===== src/rtl/noc_add_pe.sv =====
// Network-on-chip processing element: collects two tagged operand flits, adds or subtracts them,
// and sends the result as a fixed list of flits to the configured destinations.
module noc_add_pe #(
  parameter int unsigned                 DATA_W    = 64,
  parameter int unsigned                 DEST_W    = 4,
  parameter int unsigned                 NUM_DEST  = 3,
  parameter logic [NUM_DEST*DEST_W-1:0]  DEST_LIST = {4'd1, 4'd5, 4'd3},
  parameter logic [NUM_DEST-1:0]         VC_LIST   = 3'b110,
  parameter int unsigned                 MODE      = 0,
  localparam int unsigned                FLIT_W    = DATA_W + DEST_W + 3
) (
  input  logic              clk,
  input  logic              rst_n,
  input  logic              in_valid,
  input  logic [FLIT_W-1:0] in_flit,
  output logic              in_ready,
  output logic              out_valid,
  output logic [FLIT_W-1:0] out_flit,
  input  logic              out_ready,
  output logic              busy,
  output logic              carry_err,
  output logic              dup_err,
  output logic [15:0]       op_count
);

  localparam int unsigned       IDX_W    = (NUM_DEST > 1) ? $clog2(NUM_DEST) : 1;
  localparam logic [IDX_W-1:0]  LAST_IDX = IDX_W'(NUM_DEST - 1);

  typedef enum logic [1:0] {COLLECT, COMPUTE, SEND} state_t;

  state_t            state;
  logic [DATA_W-1:0] op_a, op_b, result;
  logic              have_a, have_b;
  logic [IDX_W-1:0]  idx;
  logic              accept, load_a, load_b;
  logic [DATA_W:0]   wide_res;
  logic              unused_in;

  assign in_ready = (state == COLLECT);
  assign busy     = (state != COLLECT);
  assign accept   = in_valid & in_ready;
  assign load_a   = accept & in_flit[FLIT_W-1] & ~in_flit[DATA_W];
  assign load_b   = accept & in_flit[FLIT_W-1] & in_flit[DATA_W];

  // Incoming tail and dest fields carry no meaning for an operand.
  assign unused_in = ^in_flit[FLIT_W-2:DATA_W+1];

  // The extra top bit is the carry (add) or borrow (sub).
  assign wide_res = (MODE == 1) ? ({1'b0, op_a} - {1'b0, op_b})
                                : ({1'b0, op_a} + {1'b0, op_b});

  function automatic logic [FLIT_W-1:0] make_flit(input logic [IDX_W-1:0] i,
                                                  input logic [DATA_W-1:0] d);
    logic [NUM_DEST*DEST_W-1:0] dl;
    logic [NUM_DEST-1:0]        vl;
    dl = DEST_LIST >> (32'(i) * DEST_W);
    vl = VC_LIST >> i;
    return {1'b1, (i == LAST_IDX), dl[DEST_W-1:0], vl[0], d};
  endfunction

  always_ff @(posedge clk or negedge rst_n) begin
    if (!rst_n) begin
      state     <= COLLECT;
      op_a      <= '0;
      op_b      <= '0;
      result    <= '0;
      have_a    <= 1'b0;
      have_b    <= 1'b0;
      idx       <= '0;
      out_valid <= 1'b0;
      out_flit  <= '0;
      carry_err <= 1'b0;
      dup_err   <= 1'b0;
      op_count  <= '0;
    end else begin
      unique case (state)
        COLLECT: begin
          if (load_a) begin
            op_a   <= in_flit[DATA_W-1:0];
            have_a <= 1'b1;
            if (have_a) dup_err <= 1'b1;
          end
          if (load_b) begin
            op_b   <= in_flit[DATA_W-1:0];
            have_b <= 1'b1;
            if (have_b) dup_err <= 1'b1;
          end
          if ((have_a | load_a) & (have_b | load_b)) state <= COMPUTE;
        end
        COMPUTE: begin
          result <= wide_res[DATA_W-1:0];
          if (wide_res[DATA_W]) carry_err <= 1'b1;
          idx    <= '0;
          state  <= SEND;
        end
        SEND: begin
          // First SEND cycle loads the output register, giving the two-cycle result latency.
          if (!out_valid) begin
            out_valid <= 1'b1;
            out_flit  <= make_flit(idx, result);
          end else if (out_ready) begin
            if (idx == LAST_IDX) begin
              out_valid <= 1'b0;
              out_flit  <= '0;
              have_a    <= 1'b0;
              have_b    <= 1'b0;
              idx       <= '0;
              op_count  <= op_count + 16'd1;
              state     <= COLLECT;
            end else begin
              idx      <= idx + 1'b1;
              out_flit <= make_flit(idx + 1'b1, result);
            end
          end
        end
        default: state <= COLLECT;
      endcase
    end
  end

endmodule


===== config.mk =====
export PLATFORM = sky130hd
export DESIGN_NAME = noc_add_pe
export DESIGN_NICKNAME = d
export VERILOG_FILES = /design/src/rtl/noc_add_pe.sv
export SDC_FILE = /design/constraint.sdc
export NUM_CORES = 1
export LEC_CHECK = 0
export ABC_AREA = 0
export BUFFER_PORTS_ARGS = -buffer_cell sky130_fd_sc_hd__buf_2
export CAP_MARGIN = 20
export CORE_ASPECT_RATIO = 1.25
export CORE_MARGIN = 2
export CORE_UTILIZATION = 51
export DETAILED_ROUTE_END_ITERATION = 7
export PLACE_DENSITY_LB_ADDON = 0.05
export REMOVE_ABC_BUFFERS = 1
export SYNTH_ARGS = -nofsm -noshare
export SYNTH_HDL_FRONTEND = slang
export SYNTH_SLANG_ARGS = --single-unit

===== constraint.sdc =====
create_clock -name clk -period 2.7 [get_ports clk]
set_clock_uncertainty 0.1 [all_clocks]
set_input_delay 0.27 -clock clk [delete_from_list [all_inputs] [get_ports clk]]
set_output_delay 0.27 -clock clk [all_outputs]
set_load 0.05 [all_outputs]

======== After elaboration in Yosys (flattened, before gate mapping) ========
Cells that the tools add are included.
cells by class
  reduce and logical (&&, ||, !) cells .... 13
  multiplexer cells ....................... 26
  add/subtract/negate cells ............... 3
  bitwise operators ....................... 8
  shift-type cells ........................ 4
  eq/ne operators ......................... 11
operator list
  cell                                                                   number
  71-bit two-way mux                                                     3
  64-bit by 64-bit adder with 65-bit output                              1
  9-bit by 4-bit right shift with 4-bit output, first input constant     2
  16-bit by 1-bit adder with 16-bit output, second input constant        1
  2-bit two-way mux                                                      7
  1-bit two-way mux                                                      12
  5-bit AND reduction                                                    2
  2-bit by 1-bit != test with 1-bit output, second input constant        4
  2-bit AND reduction                                                    4
  4-bit AND reduction                                                    2
  2-bit equality test, second input constant                             3
  2-bit != test, second input constant                                   3
  2-bit one-hot mux with 3 select lines                                  1
  2-bit nonzero test                                                     3
  3-bit by 2-bit right shift with 1-bit output, first input constant     2
  1-bit bitwise AND                                                      5
  1-bit one-hot mux with 2 select lines                                  2
  2-bit one-hot mux with 2 select lines                                  1
  3-bit AND reduction                                                    1
  2-bit by 1-bit adder with 2-bit output, second input constant          1
  2-bit by 1-bit equality test with 1-bit output, second input constant  1
  2-bit logical NOT                                                      1
  1-bit bitwise OR                                                       2
  1-bit inverter                                                         1
word-level totals
  output and inout port bits .............. 92
  flip-flop bits (word level) ............. 288
  input bits .............................. 75

======== Depth between registers and ports, before layout ========
Gate-level depths: netlist of run 1.
  word-level depth ........................ 8
  mapped depth ............................ 11

======== Worst setup path before layout of run 1 ========
OpenSTA, ideal clock, no wires.
  path kind ............................... register to register
  start point ............................. register state[1]
  end point ............................... register op_a[25]
  stages on the path, launching flop included .. 8
  clock period less this slack ............ 2,926 ps
  path slack .............................. -226 ps
  arrival time ............................ 2,701 ps
  buffers on the path ..................... 3
  setup time .............................. 125 ps
  path through ............................ dfrtp_1 > clkbuf_1 > nor2_1 > nand3_1 > nor2_1 > buf_1 > clkbuf_1 > mux2_2
between the ends
  word-level cells in the longest chain between the ends .. 5
RTL lines
  element                          RTL line  RTL
  from (decl)                      31        state_t state;
  from (signal assigned)           63        state <= COLLECT;
  from (signal assigned)           88        if ((have_a | load_a) & (have_b | load_b)) state <= COMPUTE;
  from (signal assigned)           94        state <= SEND;
  2-bit logical NOT *              39        assign in_ready = (state == COLLECT);
  via in_ready                     16        output logic in_ready,
  1-bit bitwise AND                41        assign accept = in_valid & in_ready;
  1-bit bitwise AND (2 in a row)   42        assign load_a = accept & in_flit[FLIT_W-1] & ~in_flit[DATA_W];
  2-bit AND reduction (no line) *  -
  to (signal assigned)             79        op_a <= in_flit[DATA_W-1:0];
  to (decl)                        32        logic [DATA_W-1:0] op_a, op_b, result;
The timed path passes the listed nets; every way through them passes the cells marked *.
A chain may end at the register's enable or synchronous reset.

======== Final worst setup path of run 1 ========
  start point ............................. register op_b[11]
  end point ............................... register result[52]
between the ends
  word-level cells in the longest chain between the ends .. 1
RTL lines
  element                                    RTL line  RTL
  from (decl)                                32
  from (signal assigned)                     84        op_b <= in_flit[DATA_W-1:0];
  64-bit by 64-bit adder with 65-bit output  50        : ({1'b0, op_a} + {1'b0, op_b});
  to (signal assigned)                       91        result <= wide_res[DATA_W-1:0];
  to (decl)                                  32
No other way between the ends.

==> run summary, run 1 <==
The wire length of the first global-routing pass came out at 61.6 mm. Of all nets on the critical path, the largest fanout is 4. The startpoint identified for the worst register-to-register timing path is op_b[11]$_DFFE_PN0P_. The slew at the pin with the worst max-slew slack is roughly 0.8 ns. The TritonCTS clock tree is built. The sequential fraction of the synthesis area is 49.2%. The cell area after synthesis is roughly 15,000 um^2.

The tree is rooted in a sky130_fd_sc_hd__clkbuf_16. The checks that failed: setup timing. The routed design has 39.3 mm of wire.

Synthesis inferred about 290 register bits. The number of antenna violations at the first check in global routing was 1. The number of setup violations in the final report is 32. sky130_fd_sc_hd__dfrtp_1 is the most common cell in the netlist. Once placement finished, the instance area stood at roughly 17,000 um^2.

The number of standard-cell rows in the floorplan came out at 69. The number of primary I/O pins came out at roughly 170. Global routing used around a quarter of the available tracks.

The highest achievable clock rate is approximately 0.33 GHz. For this run, design rule violations remaining after detail routing come to 0. The final clock period utilization by the worst path is 111%. The minimum clock period is roughly 3 ns.

The detailed-placement wirelength estimate is around 26 mm. Measured along the y axis, the die boundary spans slightly below 200 um. The number of global-route vias before repair came out at between 10k and 15k. Across all hold checks on the routed design, the worst slack comes to ~0.015 ns.

The global placer's final weighted congestion is ~0.89. Counting every instance in the synthesized netlist gives about 1.4k. Counting instances in the post-synthesis netlist gives the leading cell types as sky130_fd_sc_hd__dfrtp_1, sky130_fd_sc_hd__nand2_1, sky130_fd_sc_hd__mux2_2, sky130_fd_sc_hd__o21ai_0, sky130_fd_sc_hd__a21oi_1. The endpoint class of the critical path is a flip-flop. The final instance area is around 20,000 um^2. The detailed-route vias per instance came out at about 5.6.

The flow ran to the end, but the final reports show violations. The clock sink total came out at 287. The die area came out at around 30,000 um^2. Timing analysis after detailed placement gives a worst setup slack of -0.445 ns. Setup repair after global routing could not meet its margin everywhere. The final hold violation count came to 0. The worst relative slew slack is 46.0%. The antenna violation net count after detailed routing came out at 0. Summed over its instances, the top area cell type makes up 49.2% of the synthesized netlist area. For this run, the detailed router's first-pass iteration total came to 5. Counting distinct cell types in the post-synthesis netlist gives 68. The clock-pin transition on the worst setup and hold timing paths came out at around 0.060 ns. The total core area came out at 28,300 um^2. The relative area change from synthesis to final layout came out at 38.1%. The data required time at the worst endpoint is about 3.1 ns. In this run, CTS created clock tree buffers numbering 28. The number of H-tree levels is 1. During placement, the flow inserted port buffers numbering 160. The count of warnings emitted by yosys is 0. The number of violations reported at the end of detailed-routing iteration 0 came out at ~480. The residual overflow from global routing is 0. The share of async-settable or async-resettable flops after synthesis is 100%.

The number of max-slew violations in the final report is 0. The average cell area after synthesis is 10.7 um^2. The class of the tightest hold or removal check is in -> reg. The maximum number of pins on one net before global-route repair came out at 79.

Summed over all instances, the cell type with the most area after synthesis is sky130_fd_sc_hd__dfrtp_1. The slowest stage of the critical path is the sky130_fd_sc_hd__or4_1 cell. In this run the worst setup path begins at op_b[11]$_DFFE_PN0P_.

For this run, the leading register cell type out of synthesis is sky130_fd_sc_hd__dfrtp_1. For this run, the post-layout net count is 1,901. The maximum clock insertion buffer count is 3. For this block, the via count after detailed routing is 12.0k. The final routed wire length divided by cell count came out at roughly 18 um. Of the cells placed in the final design, the portion with a size suffix greater than 1 is between 30% and 40%. After synthesis, the cell types taking the most area are sky130_fd_sc_hd__dfrtp_1, sky130_fd_sc_hd__mux2_2, sky130_fd_sc_hd__ha_1.

The worst min-delay path startpoint is in_flit[64]. The setup slack of the critical path after layout came out at -0.294 ns. On the worst path, the slowest cell contributes a delay of 0.43 ns. The later pin in the worst-skew pair is clocked with a latency of 0.55 ns.

The starting utilization of the core area came out at 51.5%. In this run, synthesis inferred 0 flip-flops with an integrated enable. The data arrival time at the worst-slack endpoint is between 3 and 4 ns. The die is about 160 um wide. The worst setup path is launched from a flip-flop.

Walking the worst path, the cells encountered are ha_4, buf_6, nand4_1, buf_4, o31a_1, o21a_4, o31ai_4, o2111ai_2, or4_1, nand3_1. Across the run, the number of max-cap violations was 0. The category of the most critical setup path is reg -> reg.
## kinds of logic after synthesis
group,synth area share (%)
xor+xnor,3.90
fa+ha+maj,6.40
simple gates,9.82
mux,10.6
other cells,0.0257
compound gates,17.2
flops,49.2
buf+inv,2.88
## registers in the layout (all words and copies together) (netlist names), 2 cells and up
signal    flops
idx           2
op_a         64
op_count     16
op_b         64
state         2
out_flit     70
result       64
## layout by cell type, fill, tap and decap left out, types with 5 or more instances in the layout
master and n:
sky130_fd_sc_hd__dfrtp_1 287, sky130_fd_sc_hd__buf_4 185, sky130_fd_sc_hd__buf_2 159, sky130_fd_sc_hd__mux2_2 131, sky130_fd_sc_hd__nand2_1 128, sky130_fd_sc_hd__dlygate4sd3_1 68, sky130_fd_sc_hd__a22o_1 65, sky130_fd_sc_hd__o21ai_0 58
sky130_fd_sc_hd__a21oi_1 57, sky130_fd_sc_hd__ha_1 49, sky130_fd_sc_hd__nor2_1 43, sky130_fd_sc_hd__a21o_1 39, sky130_fd_sc_hd__nand4_1 34, sky130_fd_sc_hd__o21ai_1 34, sky130_fd_sc_hd__inv_1 29, sky130_fd_sc_hd__xnor2_1 29
sky130_fd_sc_hd__clkbuf_16 29, sky130_fd_sc_hd__nand3_1 23, sky130_fd_sc_hd__a21oi_2 23, sky130_fd_sc_hd__xor2_1 22, sky130_fd_sc_hd__ha_4 22, sky130_fd_sc_hd__buf_6 20, sky130_fd_sc_hd__nor3_1 11, sky130_fd_sc_hd__a21oi_4 10
sky130_fd_sc_hd__o21ai_2 10, sky130_fd_sc_hd__buf_12 9, sky130_fd_sc_hd__nand2_2 8, sky130_fd_sc_hd__o21bai_1 8, sky130_fd_sc_hd__nand2b_1 7, sky130_fd_sc_hd__and3_1 7, sky130_fd_sc_hd__mux2i_1 7, sky130_fd_sc_hd__xnor2_2 7
sky130_fd_sc_hd__or3_1 6, sky130_fd_sc_hd__xor2_2 6, sky130_fd_sc_hd__clkbuf_8 6, sky130_fd_sc_hd__o21a_1 5, sky130_fd_sc_hd__bufinv_16 5, sky130_fd_sc_hd__clkbuf_1 5
## path summary, 6_finish.rpt
| path | depth (start not counted) | slack, ns | endpoint |
|---|---|---|---|
| setup / recovery | 10 | -0.29 | result[52]$_DFFE_PN0N_ |
| hold / removal | 3 | 0.01 | dup_err$_DFFE_PN0P_ |
| hold reg to reg | 1 | 0.37 | op_count[15]$_DFFE_PN0P_ |
| max in group asynchronous | 3 | 1.64 | op_a[25]$_DFFE_PN0P_ |
| min in group asynchronous | 2 | 0.11 | out_flit[65]$_DFFE_PN0P_ |
| setup reg to reg | 10 | -0.29 | result[52]$_DFFE_PN0N_ |
## layer usage
| layer | track usage [%] | vias to the layer above | share of wire, % |
|---|---|---|---|
| li1 | - | 5720 | - |
| met1 | 32.7 | 5929 | 43 |
| met2 | 45.7 | 266 | 51 |
| met3 | 2.95 | 68 | 4.0 |
| met4 | 6.70 | 0 | 2.4 |
| met5 | 0 | - | 0 |
## worst max-delay path: cells and delay by family (launching register included)
kind            cells  cell delay, ns
buf+inv             2            0.31
flops               1            0.41
simple gates        3            0.74
fa+ha+maj           1            0.29
compound gates      4            1.08
## cell type report
class	count	area, um^2
Fill cell	2141	8160
Multi-Input combinational cell	964	8120
Sequential cell	287	7180
Timing Repair Buffer	442	3290
Clock buffer	40	827
Tap cell	355	444
Clock inverter	10	188
Inverter	29	109
Antenna cell	1	2.50
## what timing repair did
item,in CTS,in global routing
setup endpoints to repair,44,40
endpoints found under the hold margin,417,0
gates resized for setup,122,120
hold buffers,68,0
pin swaps,59,60
setup buffers,19,23
cloned,0,0
## through the flow
step	TNS (ns)	cells	utilization, %
after floorplan	-296.30	1280	-
after global placement	-8.96	1970	60.0
after detailed placement	-11.26	1970	60.0
after CTS	-3.42	2107	68.4
after global routing	-7.95	2128	71.2
final	-4.30	2128	71.2
Power of run 1 is not shown: default switching activity piles up to over one toggle a cycle in this logic, so the estimate is an artifact.
==> run 2: changes to the inputs <==
- SKIP_CTS_REPAIR_TIMING: unset -> 1
==> run summary, run 2 (same netlist as run 1, synthesis figures left out) <==
The flow ran to the end, but the final reports show violations. The checks that failed: hold timing, setup timing. The clock-pin transition on the worst setup and hold timing paths came out at 0.06 ns. The data arrival time at the worst-slack endpoint is approximately 3.4 ns. The register with the most flip-flops in the final layout is out_flit. The max capacitance violation total is 0. The register with the most flip-flops in the layout has 70 of them.

Global routing consumed, over all layers together, between 20% and 30% of the routing resources. The antenna diode instance count came out at 0. The number of detailed-routing iterations run before antenna repair came out at 5. The share of final-layout standard cells stronger than drive strength 1 is about two fifths. The maximum clock insertion buffer count is 3. The number of max-slew violations in the final report was 0. Setup violations remaining at the end of the flow were counted as 32. Once the floorplan was initialized, standard cells occupied 51.5% of the core. Headroom to the max-slew limit came out at between 40% and 50%. The slew at the pin with the worst max-slew slack came out at between 0.8 and 0.9 ns. Leaving out fill and tap cells, the most frequent cell in the layout is sky130_fd_sc_hd__dfrtp_1.

The count of vias placed by the detailed router came out at roughly 12k. The count of buffers from port buffering is 160. Based on the critical path, the design can be clocked at up to 0.336 GHz. The detailed-placement wirelength estimate came out at 26.1 mm.

Dividing the detail-routed via count by the number of cells gives approximately 5.6. The data required time at the worst endpoint came out at between 3 and 4 ns. The setup slack of the critical path after layout came out at -0.277 ns. The length in cells of the worst reg-to-reg path came out at 10.

TritonCTS built the clock tree. At the later pin of the worst-skew pair, clock insertion delay measures 0.55 ns. The CTS buffer count came out at 28. The number of H-tree levels is 1. The number of standard-cell rows in the floorplan came out at a little under 70. Relative to the synthesized area, the layout overhead comes to 36.3%. The clock tree root buffer cell is sky130_fd_sc_hd__clkbuf_16. The antenna violation net count after detailed routing is 0. The instance area after placement is approximately 17,000 um^2. STA classifies the critical path startpoint as a flip-flop. For this run, design rule violations remaining after detail routing come to 0.

The overall die height came out at between 150 and 200 um. Setup repair after global routing could not meet its margin everywhere. The worst hold margin came out at -0.00480 ns. The largest stage delay on the critical path came out at between 0.5 and 0.6 ns. The signal on the critical path passes through ha_4, nand4_1, or3_4, or4_4, o32ai_2, nor2_2, o21ai_2, o21ai_2, or4_1, nand4_1.

In this run the standard cell core region covers roughly 28,000 um^2. For this block, the routed nets add up to ~38 mm of wire. The path class of the tightest hold or removal check is in -> reg. The die area is between 20,000 and 30,000 um^2.

The final hold violation count is 1. The residual overflow from global routing came out at 0. The number of global-route vias before repair is 11.5k. The final routed wire length divided by cell count came out at roughly 18 um. The minimum clock period came out at about 3.0 ns. Of the available clock period, the critical path in the final layout requires 110%. The library cells used most frequently in the layout, excluding fill and tap cells, are sky130_fd_sc_hd__dfrtp_1, sky130_fd_sc_hd__buf_4, sky130_fd_sc_hd__buf_2, sky130_fd_sc_hd__mux2_2, sky130_fd_sc_hd__nand2_1. The maximum net fanout on the critical path is 3. The die span in x is 155 um.

The number of primary I/O pins is about 170. Once layout is done, the placed cells without fillers occupy between 15,000 and 20,000 um^2. The number of antenna violations at the first check in global routing is 0. The wire length of the first global-routing pass came out at 59.0 mm. The number of nets in the layout is around 1.9k. The global placer's final weighted congestion is 0.886. STA classifies the critical path endpoint as a flip-flop. The count of cells along the worst hold path is 3. On the critical path, the stage with the largest delay is an instance of sky130_fd_sc_hd__or4_4. The worst setup path is of the reg -> reg kind.

The clock sink total came out at ~290. Entering global routing, the biggest net connects 79 pins. The number of violations reported at the end of detailed-routing iteration 0 is between 400 and 500.
-- run 2: worst paths after layout --
check	from	to	slack (ns)
max in group asynchronous	rst_n	out_flit[25]$_DFFE_PN0P_	1.65
worst min register to register	op_count[15]$_DFFE_PN0P_	op_count[15]$_DFFE_PN0P_	0.37
min in group asynchronous	rst_n	out_flit[65]$_DFFE_PN0P_	0.11
worst min-delay path	in_flit[70]	dup_err$_DFFE_PN0P_	-0.005
worst max register to register	op_a[35]$_DFFE_PN0P_	result[59]$_DFFE_PN0N_	-0.28
worst max-delay path	op_a[35]$_DFFE_PN0P_	result[59]$_DFFE_PN0N_	-0.28
-- run 2: worst max-delay path, delay by kind of cell, from the launching register on --
family          cells  cell delay, ns
compound gates      3            0.39
fa+ha+maj           1            0.28
flops               1            0.41
simple gates        6            1.72
-- run 2: layout make-up --
type                    instances  area [um^2]
well taps                     355          444
clock buffers                  40          827
inverters                      29          109
flip-flops and latches        287         7180
multi-input cells             964         7980
clock inverters                10          188
repair buffers                429         3160
fillers                      2144         8430
-- run 2: metal layers --
layer	up-vias	share of wire, %	GRT usage [%]
li1	5693	-	-
met1	5805	44	31.7
met2	249	50	43.3
met3	56	3.6	3.08
met4	0	2.2	6.03
met5	-	0	0
-- run 2: through the flow --
| stage | cells | TNS (ns) | worst slack [ns] | hold slack [ns] | utilization [%] |
|---|---|---|---|---|---|
| after CTS | 2020 | -12.74 | -0.466 | -0.480 | 63.5 |
| after global placement | 1970 | -8.96 | -0.441 | 0.0975 | 60.0 |
| after floorplan | 1280 | -296.30 | -2.16 | -0.126 | - |
| final | 2114 | -3.11 | -0.277 | -0.00480 | 70.2 |
| after detailed placement | 1970 | -11.26 | -0.445 | 0.101 | 60.0 |
| after global routing | 2114 | -6.77 | -0.363 | 0.000791 | 70.2 |
Power of run 2 is left out for the same reason.
==> run 3: changes to the inputs <==
- MAX_ROUTING_LAYER: unset -> met4
- clock period: 2.7 -> 2.8 ns (I/O delays scaled with it)
==> run summary, run 3 (same netlist as run 1, synthesis figures left out) <==
Global routing finished with a remaining overflow of 0. In this run the worst path has a maximum fanout of 7. Leaving out fill and tap cells, the most frequent cell in the layout is sky130_fd_sc_hd__dfrtp_1. The number of antenna violations at the first check in global routing came out at 0.

The global placer's final weighted congestion came out at roughly 0.91. In the layout the commonest cells are sky130_fd_sc_hd__dfrtp_1, sky130_fd_sc_hd__buf_2, sky130_fd_sc_hd__buf_4, sky130_fd_sc_hd__mux2_2, sky130_fd_sc_hd__nand2_1. The critical path starts at op_b[37]$_DFFE_PN0P_. For this design the top-level I/O count stands at 167. The instance area after placement came out at ~17,000 um^2. The slew at the pin with the worst max-slew slack is between 0.7 and 0.8 ns. The path with the worst hold slack has its endpoint at out_flit[70]$_DFFE_PN0P_. The starting utilization of the core area is around half. Headroom to the max-slew limit came out at a little under half.

The overall die height came out at between 150 and 200 um. After detailed routing, the total wire length is 38.3 mm. The number of standard-cell rows in the floorplan is a little under 70. The highest achievable clock rate is 0.345 GHz.

The register with the most flip-flops in the layout has 70 of them. The share of final-layout standard cells stronger than drive strength 1 is 35.7%. Detailed routing inserted a total of approximately 12k vias. The detailed router finished its first iteration with 570 violations.

The count of placed standard cells including taps came out at ~1.9k. The die span in x came out at between 150 and 200 um. The first global-routing pass estimated between 50 and 60 mm of wire. The number of global-route vias before repair is approximately 11k.

The most flop-heavy register is out_flit. The minimum clock period came out at between 2 and 3 ns. The final hold violation count is 1. The number of max-slew violations in the final report was 0. Among the stages of the critical path, the cell type that occurs most often is sky130_fd_sc_hd__or3_4. The count of cells along the worst hold path is 3. The final routed wire length divided by cell count came out at 18.5 um. The later-pin clock latency in the skew report is roughly 0.55 ns.

The number of nets in the layout is about 1.8k. The data arrival time at the worst-slack endpoint is around 3.3 ns. The maximum number of pins on one net before global-route repair is between 60 and 70. Timing analysis after detailed placement gives a worst setup slack of -0.320 ns. The first detailed-routing pass ran for 5 iterations. Setup repair after global routing could not meet its margin everywhere. The worst setup path is captured at a flip-flop. The largest stage delay on the critical path came out at about 0.42 ns. The path class of the tightest hold or removal check is in -> reg. The worst reg-to-reg setup slack came out at -0.10 ns. The worst setup path is of the reg -> reg kind. After detailed routing, the number of remaining DRC violations is 0. Cells fill 68.1% of the core in the end. The worst hold margin is -0.0149 ns. The CTS buffer count came out at 30. The maximum clock insertion buffer count is 3.

The number of H-tree levels is 1. Measured in cells, the most critical reg-to-reg path has a length of 9. The worst hold path begins at out_ready. The die area came out at 30,000 um^2. The endpoint identified for the worst register-to-register timing path is result[52]$_DFFE_PN0N_. Walking the worst path, the cells encountered are ha_4, buf_4, nand4_1, or3_4, or3_4, o31ai_4, o2111ai_2, or4_1, nand3_1. The data required time at the worst endpoint came out at between 3 and 4 ns. The final clock period utilization by the worst path is 104%. The detailed-placement wirelength estimate came out at roughly 26 mm. TritonCTS built the clock tree. The critical register-to-register path startpoint is op_b[37]$_DFFE_PN0P_. In the post-route analysis, the smallest setup slack over all paths is -0.100 ns. The clock tree root buffer cell is sky130_fd_sc_hd__clkbuf_16. The final reports fail on hold timing, setup timing. The max capacitance violation total is 0. The detail route stage leaves a number of antenna-violating nets equal to 0. The total core area is about 28,000 um^2. Global routing consumed, over all layers together, about 25% of the routing resources. The run finished, with violations left. The number of setup violations in the final report is 8. The worst setup path is launched from a flip-flop.

After clock tree synthesis, the clock-pin slew on the worst setup and hold paths is 0.06 ns. After detailed routing, the number of vias per cell comes to approximately 5.7. The antenna diode instance count came out at 0. The count of buffers from port buffering is 160. The relative area change from synthesis to final layout came out at 32.1%. For this design, the sink count on the clock tree is between 200 and 300. The final instance area is 19,300 um^2. The largest individual stage delay along the critical path comes from the cell sky130_fd_sc_hd__or4_1. The count of cells in the finished layout, fillers not included, comes to about 2.1k.
==> run 3: cell count changes in the layout (fill, tap and decap cells not counted), sizes merged <==
cell	previous run	this run
buf	362	314
bufinv	5	4
inv	30	29
dlygate4sd3	67	66
clkbuf	40	43
clkinv	2	5
==> run 3: worst max-delay path: cells and delay by family, from the launching register on <==
| kind | cells | cell delay, ns |
|---|---|---|
| buffers and inverters | 1 | 0.15 |
| DFF | 1 | 0.41 |
| AOI/OAI and AO/OA | 2 | 0.52 |
| and+or+nand+nor | 5 | 1.39 |
| adders and majority gates | 1 | 0.28 |
==> run 3: layer usage <==
layer / part of all wire, % / vias up / GRT usage, %
met5: 0 / - / -
met4: 2.3 / 0 / 6.25
met3: 3.6 / 68 / 2.79
met2: 51 / 247 / 42.9
met1: 43 / 5811 / 31.7
li1: - / 5605 / -
==> run 3: per-stage QoR <==
stage | hold slack (ns) | setup TNS, ns
4_1_cts | -0.427 | -7.00
3_5_place_dp | 0.163 | -5.88
2_1_floorplan | -0.116 | -269.86
6_report | -0.0149 | -0.358
3_3_place_gp | 0.160 | -4.37
5_1_grt | 0.00453 | -2.06
==> run 3: worst max-delay path by stage <==
stage / end / slack, ns / cells after the start
5_1_grt: result[52]$_DFFE_PN0N_ / -0.22 / 9
3_5_place_dp: result[38]$_DFFE_PN0N_ / -0.32 / 11
4_1_cts: result[38]$_DFFE_PN0N_ / -0.35 / 11
2_1_floorplan: op_a[0]$_DFFE_PN0P_ / -2.06 / 4
3_3_place_gp: result[38]$_DFFE_PN0N_ / -0.25 / 11
6_report: result[52]$_DFFE_PN0N_ / -0.10 / 9
==> run 3: area by class of cell <==
cell class              count  area (um^2)
clock buffers              43          901
clock inverters            11          164
fillers                  2240         9040
inverters                  29          109
multi-input cells         964         7750
flip-flops and latches    287         7180
well taps                 355          444
repair buffers            380         2720
Power of run 3 is left out for the same reason.
